<file path="src/rtl/pc_stack.sv">
// Program counter with a hardware return-address stack for the CR16 fetch path.
// Optional macro PC_STACK_WRAP_EN makes a CALL on a full stack overwrite the oldest entry.
module pc_stack #(
  parameter int P_ADDRESS_WIDTH = 16,
  parameter int P_STACK_DEPTH   = 8,
  parameter int P_RESET_VECTOR  = 0
) (
  input  logic                                     I_CLK,
  input  logic                                     I_RESET,
  input  logic                                     I_ENABLE,
  input  logic [2:0]                               I_MODE,
  input  logic [P_ADDRESS_WIDTH-1:0]               I_ADDRESS,
  input  logic                                     I_ERROR_CLEAR,
  output logic [P_ADDRESS_WIDTH-1:0]               O_ADDRESS,
  output logic [P_ADDRESS_WIDTH-1:0]               O_STACK_TOP,
  output logic [$clog2(P_STACK_DEPTH+1)-1:0]       O_STACK_COUNT,
  output logic                                     O_STACK_FULL,
  output logic                                     O_STACK_EMPTY,
  output logic                                     O_ERROR
);

  localparam int AW = P_ADDRESS_WIDTH;
  localparam int CW = $clog2(P_STACK_DEPTH + 1);
  localparam int PW = $clog2(P_STACK_DEPTH);
  localparam logic [AW-1:0] ONE      = AW'(1);
  localparam logic [PW-1:0] PTR_LAST = PW'(P_STACK_DEPTH - 1);
  localparam logic [CW-1:0] CNT_FULL = CW'(P_STACK_DEPTH);

  typedef enum logic [2:0] {
    MODE_INC   = 3'b000,
    MODE_JMP   = 3'b001,
    MODE_JMP1  = 3'b010,
    MODE_REL   = 3'b011,
    MODE_CALL  = 3'b100,
    MODE_RET   = 3'b101,
    MODE_HOLD0 = 3'b110,
    MODE_HOLD1 = 3'b111
  } mode_t;

  logic [AW-1:0] stack_mem [P_STACK_DEPTH];
  logic [PW-1:0] wr_ptr;
  logic [PW-1:0] ptr_inc;
  logic [PW-1:0] ptr_dec;
  logic [CW-1:0] count;
  logic [AW-1:0] top_value;
  logic [AW-1:0] next_pc;
  logic          push;
  logic          pop;
  logic          set_error;
  mode_t         mode;

  assign mode = mode_t'(I_MODE);

  // wr_ptr names the next free slot; pointer arithmetic wraps at the array depth
  assign ptr_inc   = (wr_ptr == PTR_LAST) ? '0 : wr_ptr + PW'(1);
  assign ptr_dec   = (wr_ptr == '0) ? PTR_LAST : wr_ptr - PW'(1);
  assign top_value = stack_mem[ptr_dec];

  assign O_STACK_COUNT = count;
  assign O_STACK_FULL  = (count == CNT_FULL);
  assign O_STACK_EMPTY = (count == '0);
  assign O_STACK_TOP   = O_STACK_EMPTY ? '0 : top_value;

  always_comb begin
    next_pc   = O_ADDRESS;
    push      = 1'b0;
    pop       = 1'b0;
    set_error = 1'b0;
    case (mode)
      MODE_INC:  next_pc = O_ADDRESS + ONE;
      MODE_JMP:  next_pc = I_ADDRESS;
      MODE_JMP1: next_pc = I_ADDRESS + ONE;
      MODE_REL:  next_pc = O_ADDRESS + I_ADDRESS;
      MODE_CALL: begin
        next_pc = I_ADDRESS;
`ifdef PC_STACK_WRAP_EN
        push = 1'b1;
`else
        push      = !O_STACK_FULL;
        set_error = O_STACK_FULL;
`endif
      end
      MODE_RET: begin
        // An empty stack degrades RET to INC and flags the underflow
        if (O_STACK_EMPTY) begin
          next_pc   = O_ADDRESS + ONE;
          set_error = 1'b1;
        end else begin
          next_pc = top_value;
          pop     = 1'b1;
        end
      end
      default: next_pc = O_ADDRESS;
    endcase
  end

  always_ff @(posedge I_CLK) begin
    if (I_RESET) begin
      O_ADDRESS <= AW'(P_RESET_VECTOR);
      wr_ptr    <= '0;
      count     <= '0;
      O_ERROR   <= 1'b0;
    end else begin
      if (I_ENABLE) begin
        O_ADDRESS <= next_pc;
        if (push) begin
          stack_mem[wr_ptr] <= O_ADDRESS + ONE;
          wr_ptr            <= ptr_inc;
          if (!O_STACK_FULL) count <= count + CW'(1);
        end else if (pop) begin
          wr_ptr <= ptr_dec;
          count  <= count - CW'(1);
        end
      end
      // A new error event takes precedence over a simultaneous clear
      if (I_ENABLE && set_error)  O_ERROR <= 1'b1;
      else if (I_ERROR_CLEAR)     O_ERROR <= 1'b0;
    end
  end

endmodule

</file>
<file path="config.mk">
export PLATFORM = sky130hd
export DESIGN_NAME = pc_stack
export DESIGN_NICKNAME = d
export VERILOG_FILES = /design/src/rtl/pc_stack.sv
export SDC_FILE = /design/constraint.sdc
export NUM_CORES = 1
export LEC_CHECK = 0
export ABC_AREA = 1
export BUFFER_PORTS_ARGS = -buffer_cell sky130_fd_sc_hd__buf_2
export CAP_MARGIN = 20
export CORE_UTILIZATION = 61
export CTS_CLUSTER_SIZE = 24
export DETAILED_ROUTE_END_ITERATION = 8
export PLACE_DENSITY = 0.81
export REMOVE_ABC_BUFFERS = 1
export SETUP_SLACK_MARGIN = 0.15
export SYNTH_ARGS = -nofsm -noshare
export SYNTH_HDL_FRONTEND = slang
export SYNTH_SLANG_ARGS = --single-unit
</file>
<file path="constraint.sdc">
create_clock -name I_CLK -period 3.4 [get_ports I_CLK]
set_input_delay 0.34 -clock I_CLK [delete_from_list [all_inputs] [get_ports I_CLK]]
set_output_delay 0.34 -clock I_CLK [all_outputs]
set_load 0.005 [all_outputs]
</file>
### Word level (Yosys, flattened, before mapping)

Memories as Yosys holds them, arrays and structs flattened.
Index checks and enable logic that the tools add are counted.
Widths: inputs -> output; s select.

* register bits after elaboration: 24
* memory bits (writable): 128
* input bits: 23
* output and inout bits: 39
* logic and storage cells: 53
* memories kept: 1

* add/sub/neg operators: 7
* eq/ne operators: 8
* multiplexer cells: 21
* reduce and logical (&&, ||, !) cells: 12

Memories
* stack_mem: words 8, bits a word 16, rd ports 1, clocked after Yosys merged registers in 0, wr ports 1, line 40 `logic [AW-1:0] stack_mem [P_STACK_DEPTH];`

Operator list (number)
* $pmux 16 s5: 1
* $add 16x1->16 const B: 2
* $mux 16: 2
* $add 16x16->16: 1
* $mux 3: 4
* $mux 4: 3
* $mux 1: 10
* $eq 3x3->1 const B: 3
* $eq 3x2->1 const B: 2
* $logic_not 3->1: 2
* $reduce_bool 5->1: 1
* $add 4x1->4 const B: 1
* $eq 4x4->1 const B: 1
* $logic_not 4->1: 1
* $reduce_and 2->1: 2
* $reduce_bool 2->1: 2
* $sub 4x1->4 const B: 1
* $add 3x1->3 const B: 1
* $eq 3x1->1 const B: 1
* $reduce_and 3->1: 1
* $sub 3x1->3 const B: 1
* $ne 2x2->1 const B: 1
* $pmux 1 s2: 1
* $reduce_or 2->1: 1
* 2 further kinds: 2

### Depth between registers and ports, before layout

Gate-level depths: netlist (run 1).

* word-level depth: 7
* gate-level depth with buffers: 18
* depth with buffers taken out: 17

### Worst setup path after synthesis (run 1)

Ideal clock, no wire load.

* kind: in2reg
* start point: input I_MODE[2]
* end point: memory stack_mem[7][0] (netlist name), enable pin
* setup time: 0.409 ns
* arrival time: 2.246 ns
* required time: 2.991 ns
* setup slack: 0.744 ns
* stages on the path: 8
* path buffers: 0
* path through: inv_2 -> nor3_4 -> nand2_2 -> inv_1 -> nand2_1 -> nor2_1 -> nand2_1 -> nor3_1

* longest elaborated chain between the ends: 6

RTL lines
* from (decl): line 11 `input logic [2:0] I_MODE,`
* $eq 3x3->1: line 69 `case (mode)`
* $mux 1: line 69
* $mux 1: line 106 `if (push) begin`
* $mux 1: line 104 `if (I_ENABLE) begin`
* $mux 1: line 98 `if (I_RESET) begin`
* $mux 1 (not written as such): line 107 `stack_mem[wr_ptr] <= O_ADDRESS + ONE;`
* to (decl): line 40

No other way between the ends.

### Final worst setup path (run 1)

* start point: register wr_ptr[1]
* end point: output O_STACK_TOP[1]

* longest elaborated chain between the ends: 4
* elaborated cells on any way between the ends: 5
* those cells by class: add/sub (1); mux (2); reduce/logical (1); memory (1)

RTL lines
* from (decl): line 41 `logic [PW-1:0] wr_ptr;`
* from (signal assigned): line 108 `wr_ptr <= ptr_inc;`
* from (signal assigned): line 111 `wr_ptr <= ptr_dec;`
* $sub 3x1->3 / $logic_not 3->1 (equally long branches): line 56 `assign ptr_dec = (wr_ptr == '0) ? PTR_LAST : wr_ptr - PW'(1);`
* $mux 3 *: line 56
* $mem_v2 8x16 *
* $mux 16 *: line 62 `assign O_STACK_TOP = O_STACK_EMPTY ? '0 : top_value;`
* to (decl): line 15 `output logic [P_ADDRESS_WIDTH-1:0] O_STACK_TOP,`

Every way passes the cells marked *; elsewhere a longest branch is shown, timed or not.

==> results of run 1 <==
## cells in the mapped netlist (3+ instances only)
master    count
nor2_2       10
nand2_2       4
buf_6         4
inv_2         6
nor2_1       80
xor2_1        9
inv_1       202
and2_1        5
buf_2        15
a21oi_1      54
ha_1         22
nand3b_1      4
nand2_1     281
edfxtp_1    128
nand3_1     129
o211ai_1      4
clkbuf_1     10
dfxtp_1      24
nor3_1       10
nand4_1       9
o21ai_0      27
buf_1         3
## kinds of logic (layout without fill, tap and decap cells)
group           Yosys count  count (layout)
simple gates            538             538
compound gates           92              92
fa+ha+maj                24              24
xor+xnor                  9               9
buf+inv                 242             324
flops                   152             152
## layout make-up
type / instances / share of cell area, %
repair buffers: 83 / 5.42
well taps: 176 / 2.28
multi-input cells: 663 / 33.5
flip-flops and latches: 152 / 44.7
clock inverters: 14 / 1.55
inverters: 209 / 8.11
clock buffers: 18 / 4.44
## metrics by stage
step	utilization [%]	hold slack [ps]	cells	total power (W)	worst slack, ps
after floorplan	-	409	1024	0.00248	605
after global placement	67.7	454	1283	0.00271	381
after detailed placement	67.7	472	1283	0.00272	396
after CTS	72.1	163	1315	0.00453	162
after global routing	72.2	204	1315	0.00468	190
final	72.2	172	1315	0.00454	346
## cell usage in the layout, fill, tap and decap left out, drive strengths merged, types with 4 or more instances in the layout
cell type / n
a21oi: 54
and2: 5
buf: 83
clkbuf: 18
clkinv: 11
dfxtp: 24
edfxtp: 128
ha: 22
inv: 210
nand2: 285
nand3: 129
nand3b: 4
nand4: 9
nor2: 92
nor3: 11
o211ai: 4
o21ai: 29
xor2: 9
## routing by layer
layer | vias to the layer above | GRT usage [%] | routed length (um)
li1 | 3529 | - | -
met3 | 55 | 7.32 | 2040
met4 | 0 | 13.3 | 619
met1 | 3314 | 42.0 | 8890
met2 | 418 | 53.9 | 10800
met5 | - | 0 | 0
## report_power, final
group | switching [W] | internal, W
Combinational | 0.000414 | 0.000189
Sequential | 0.0000359 | 0.00206
Clock | 0.000755 | 0.00108
Total | 0.00121 | 0.00334
## registers in the layout, summed over array words and instances (netlist names)
signal         cells
O_STACK_COUNT      4
wr_ptr             3
O_ADDRESS         16
stack_mem        128
O_ERROR            1
## worst min-delay path, cell delays in order
cell and delay [ps]:
buf_2 70, inv_1 30, nand2_1 50, a21oi_1 60
## how the worst min path moves through the flow
stage	startpoint	end	slack (ps)
finish	I_ERROR_CLEAR	O_ERROR	170
global route	I_ERROR_CLEAR	O_ERROR	200
CTS	I_ERROR_CLEAR	O_ERROR	160
detailed placement	O_ERROR	O_ERROR	470
global placement	O_ERROR	O_ERROR	450
floorplan	I_RESET	O_ERROR	410
## timing repair
action                     4_1_cts  5_1_grt
setup endpoints to repair       11       14
hold endpoints to repair         0        0
gates resized for setup          2        3
pin swaps                        0        0
==> results.yml, run 1 <==
critical_path:
  timing_worst_setup_path_type: "register to output port"
  cp_num_buf_inv: 4
  regToRegEndpoint: "stack_mem[5][15]"
  critical_path_cell_sequence: "inv_1 > ha_1 > ha_1 > inv_2 > nand2_8 > buf_4 > a21oi_1 > o21ai_0 > nand3_1 > nand2_1 > nor2_1 > buf_2"
  worstReg2RegStart: "O_STACK_COUNT[1]"
  slowest_delay_ps: 420
  critPathSlowestCell: "dfxtp_2"
  cp_data_required_time_ps: 3060
  path_common_cell: "ha_1"
  cp_num_cells: 12
  worstSetupEndpoint: "O_STACK_TOP[1]"
  worst_r2r_path_depth: 9
  critPathLaunch: "wr_ptr[1]"
  r2r_slack_ps: 800
  cp-end-kind: "output port"
  critPathLaunchType: "register"
  critPathTopFamily: "buffers and inverters"
  arrival_ps: 2710
  crit_fanout: 26
synth:
  synth_ff_type: "edfxtp_1"
  synth.yosys.seq_area_share_pct: 51.0
  synth_warnings: 0
  synthAdderAreaFrac_pct: 3.72
  flop_and_latch_count_out_of_synthesis: 152
  synth-edff-count: 128
  syn-mean-instance-area_um2: 8.03
  post_synth_main_area_contributors: "edfxtp_1, nand2_1, inv_1"
  synth_mux_area_share_pct: 0
  postSynth.asyncResetShare_pct: 0
  yosys.area.top_type: "edfxtp_1"
  synth_compound_area_share_pct: 5.78
  synth.distinct_cells: 35
  syn-instance-count: 1057
  synthesis.area_um2: 8480
  fraction_of_synthesized_cell_area_in_xor_and_xnor_cells_pct: 0.929
  largest_family_of_logic_cells_by_synthesized_area: "simple AND/OR/NAND/NOR gates"
  fraction_of_synthesized_cell_area_taken_by_the_top_area_cell_type_pct: 45.3
  yosys.area_share.simple_pct: 27.3
clock_tree:
  post_cts_clock_slew_at_the_launch_and_capture_registers_of_the_worst_setup_and_hold_paths_ps: 70
  clock_latency_at_the_later_pin_of_the_worst_skew_pair_ps: 430
  cts_buffers: 17
  postCtsSetupRepairBufs: 0
  cts_tree: "built"
  clock_tree_buffer_depth: 2
  cts_hold_repair.buffers: 0
  cts.sinks: 152
  cts_htree_levels: 4
  cts_root_buffer: "clkbuf_16"
grt:
  grt_first_pass_wirelength_mm: 35.5
  track_usage_pct: 32.8
  grt.overflow.total: 0
  initial_antenna_violation_count: 0
  pin_count_of_the_biggest_net_entering_global_routing: 39
  via_count_of_the_first_global_routing_pass: 7016
final_layout:
  insertedDiodeCount: 0
  fillers: 1002
  seq_area_um2: 4330
  final_net_count: 1173
  final_layout_size_suffix_gt1_share_pct: 12.7
  multiInputGateArea_um2: 3240
  synthToLayoutAreaGrowth_pct: 14.1
  layout.cell_area.non_filler_um2: 9680
timing:
  rsz0062_at_grt: "no"
  finalSetupViolCount: 0
  hold_viol_final: 0
  transition_at_the_pin_with_the_smallest_max_transition_slack_ps: 1050
  tns_ps: 0
  layout_worst_path_cycle_share_pct: 89.8
  max_slew_margin_pct: 30.2
  achievable-frequency_mhz: 327
  timing_max_transition_violations_final: 0
  clock_skew_ps: 13.3
  post-route-min-period_ps: 3050
min_path:
  hold_path_depth: 4
  hp-class: "primary input to register"
outcome:
  outcome: "finished clean"
die:
  fp.dieArea_um2: 14400
  top_level_ports: 62
  initial_core_util_pct: 63.3
  core-area_um2: 13400
  die_width_um: 120
  cell_rows: 42
  chipHeight_um: 120
pwr:
  peakVddDrop_v: 0.000360
  static_leakage_nw: 4.60
  power-per-cell-area_nw_per_um2: 469
placement:
  globalplace.congestion: 0.942
  placedInstanceArea_um2: 9080
  dp_hpwl_mm: 15.4
  port-buffer-count: 61
route:
  avgViaCountPerCell: 5.56
  detail_route.first_pass.iterations: 9
  drt_first_iter_violations: 773
  vias: 7316
  detail_route.wirelength_mm: 22.4
  antenna_left: 0
  wire_per_inst_um: 17.0
  drc: 0
job:
  max_cap_viol_count: 0
No activity file was read; power rests on OpenSTA's default activity.
==> run 2, diff against run 1 <==
--- a/constraint.sdc
+++ b/constraint.sdc
@@ -3,2 +3,2 @@
 set_output_delay 0.34 -clock I_CLK [all_outputs]
-set_load 0.005 [all_outputs]
+set_load 0.01 [all_outputs]
==> run 2 against run 1 <==
  * Critical path depth did not move
  * Register-to-register slack improved by 20 ps
  * Final cell count fell by 0.15%
  * Critical path type unchanged
  * Largest cell class unchanged
==> results.yml, run 2 (synthesis gave the netlist of run 1 again) <==
job:
  max_cap_viol_count: 0
critical_path:
  critical_path_cell_sequence: "inv_1 > ha_1 > ha_1 > inv_1 > nand2_2 > buf_4 > a21oi_1 > o21ai_0 > nand3_1 > nand2_1 > nor2_1 > buf_2"
  slowest_delay_ps: 420
  timing_worst_setup_path_type: "register to output port"
  critPathSlowestCell: "dfxtp_2"
  arrival_ps: 2790
  crit_fanout: 25
  critPathLaunchType: "register"
  cp_data_required_time_ps: 3060
  cp-end-kind: "output port"
die:
  die_width_um: 120
  top_level_ports: 62
  chipHeight_um: 120
  core-area_um2: 13400
  initial_core_util_pct: 63.3
  fp.dieArea_um2: 14400
  cell_rows: 42
placement:
  pre_cts_slack_ps: 579
  port-buffer-count: 61
  globalplace.congestion: 0.973
  dp_hpwl_mm: 15.1
grt:
  pin_count_of_the_biggest_net_entering_global_routing: 42
  initial_antenna_violation_count: 0
  track_usage_pct: 32.8
  grt.overflow.total: 0
  via_count_of_the_first_global_routing_pass: 7080
  grt_first_pass_wirelength_mm: 35.4
clock_tree:
  post_cts_clock_slew_at_the_launch_and_capture_registers_of_the_worst_setup_and_hold_paths_ps: 60
  cts_root_buffer: "clkbuf_16"
  cts_tree: "built"
  postCtsSetupRepairBufs: 0
  cts_buffers: 17
  cts.sinks: 152
  clock_tree_buffer_depth: 2
  cts_htree_levels: 4
  clock_latency_at_the_later_pin_of_the_worst_skew_pair_ps: 420
route:
  vias: 7362
  antenna_left: 0
  detail_route.first_pass.iterations: 5
  drc: 0
  detail_route.wirelength_mm: 22.3
  avgViaCountPerCell: 5.61
  drt_first_iter_violations: 681
  wire_per_inst_um: 17.0
timing:
  fin_ws_ps: 270
  clock_skew_ps: 9.89
  timing_max_transition_violations_final: 0
  post-route-min-period_ps: 3130
  hold_viol_final: 0
  transition_at_the_pin_with_the_smallest_max_transition_slack_ps: 1050
  rsz0062_at_grt: "yes"
  tns_ps: 0
  finalSetupViolCount: 0
  achievable-frequency_mhz: 320
  max_slew_margin_pct: 30.0
  layout_worst_path_cycle_share_pct: 92.1
final_layout:
  layout.cells.most_common_list: "nand2_1, inv_1, nand3_1, edfxtp_1, nor2_1"
  final_net_count: 1171
  final_layout_size_suffix_gt1_share_pct: 12.7
  synthToLayoutAreaGrowth_pct: 12.9
  insertedDiodeCount: 0
  mostFrequentLayoutCell: "nand2_1"
  top_register: "stack_mem"
  largest_reg_flops: 128
pwr:
  power.share.clock_pct: 39.2
  power_report.internal_total_w: 0.00327
  power-per-cell-area_nw_per_um2: 467
  static_leakage_nw: 4.58
  power.combinational.fraction_pct: 13.8
  switching_power_w: 0.00120
  peakVddDrop_v: 0.000279
  power.share.sequential_pct: 47.0
  net_switching_fraction_of_the_power_pct: 26.9
min_path:
  hp-class: "primary input to register"
outcome:
  outcome: "finished clean"
[run 2: per-layer routing]
metal | up-vias | part of all wire [%] | global-route usage (%)
met5 | - | 0 | 0
met4 | 0 | 4.2 | 17.1
met3 | 76 | 9.7 | 6.23
met2 | 441 | 48 | 53.1
met1 | 3330 | 38 | 41.8
li1 | 3515 | - | -
[run 2: repair_timing]
item | CTS | global route
gates resized for setup | 1 | 2
setup endpoints to repair | 1 | 16
hold buffers | 0 | 0
[run 2: power groups by stage]
stage               clock network [W]  registers [W]  logic (W)
global placement                    0        0.00214   0.000591
detailed placement                  0        0.00214   0.000599
CTS                           0.00175        0.00210   0.000606
global route                  0.00183        0.00210   0.000677
floorplan                           0        0.00214   0.000363
finish                        0.00175        0.00210   0.000617
[run 2: area by class of cell]
type,instances,area (um2)
Clock buffer,23,489
Clock inverter,9,61.3
Fill cell,1028,3820
Inverter,209,785
Multi-Input combinational cell,663,3230
Sequential cell,152,4330
Tap cell,176,220
Timing Repair Buffer,81,472
[run 2: path summary, 6_finish.rpt]
check / from / depth (start not counted) / slack [ps] / to
setup / recovery: wr_ptr[1] / 12 / 270 / O_STACK_TOP[2]
setup reg to reg: wr_ptr[1] / 12 / 820 / O_ADDRESS[12]
hold / removal: I_ERROR_CLEAR / 4 / 170 / O_ERROR
hold reg to reg: O_ERROR / 2 / 470 / O_ERROR
[run 2: worst max-delay path: cells and delay by family (launching register included)]
kind	cells	cell delay, ps
AOI/OAI and AO/OA	2	280
adders and majority gates	2	420
buffers and inverters	4	690
DFF	1	420
and+or+nand+nor	4	540
[run 2: through the flow]
step / util (%) / hold slack, ps / area, um2 / instances / power (W)
after floorplan: - / 409 / 8310 / 1024 / 0.00250
after global placement: 67.3 / 454 / 9020 / 1281 / 0.00273
after detailed placement: 67.3 / 459 / 9020 / 1281 / 0.00274
after CTS: 71.5 / 157 / 9580 / 1313 / 0.00446
after global routing: 71.5 / 205 / 9580 / 1313 / 0.00461
final: 71.5 / 168 / 9580 / 1313 / 0.00447
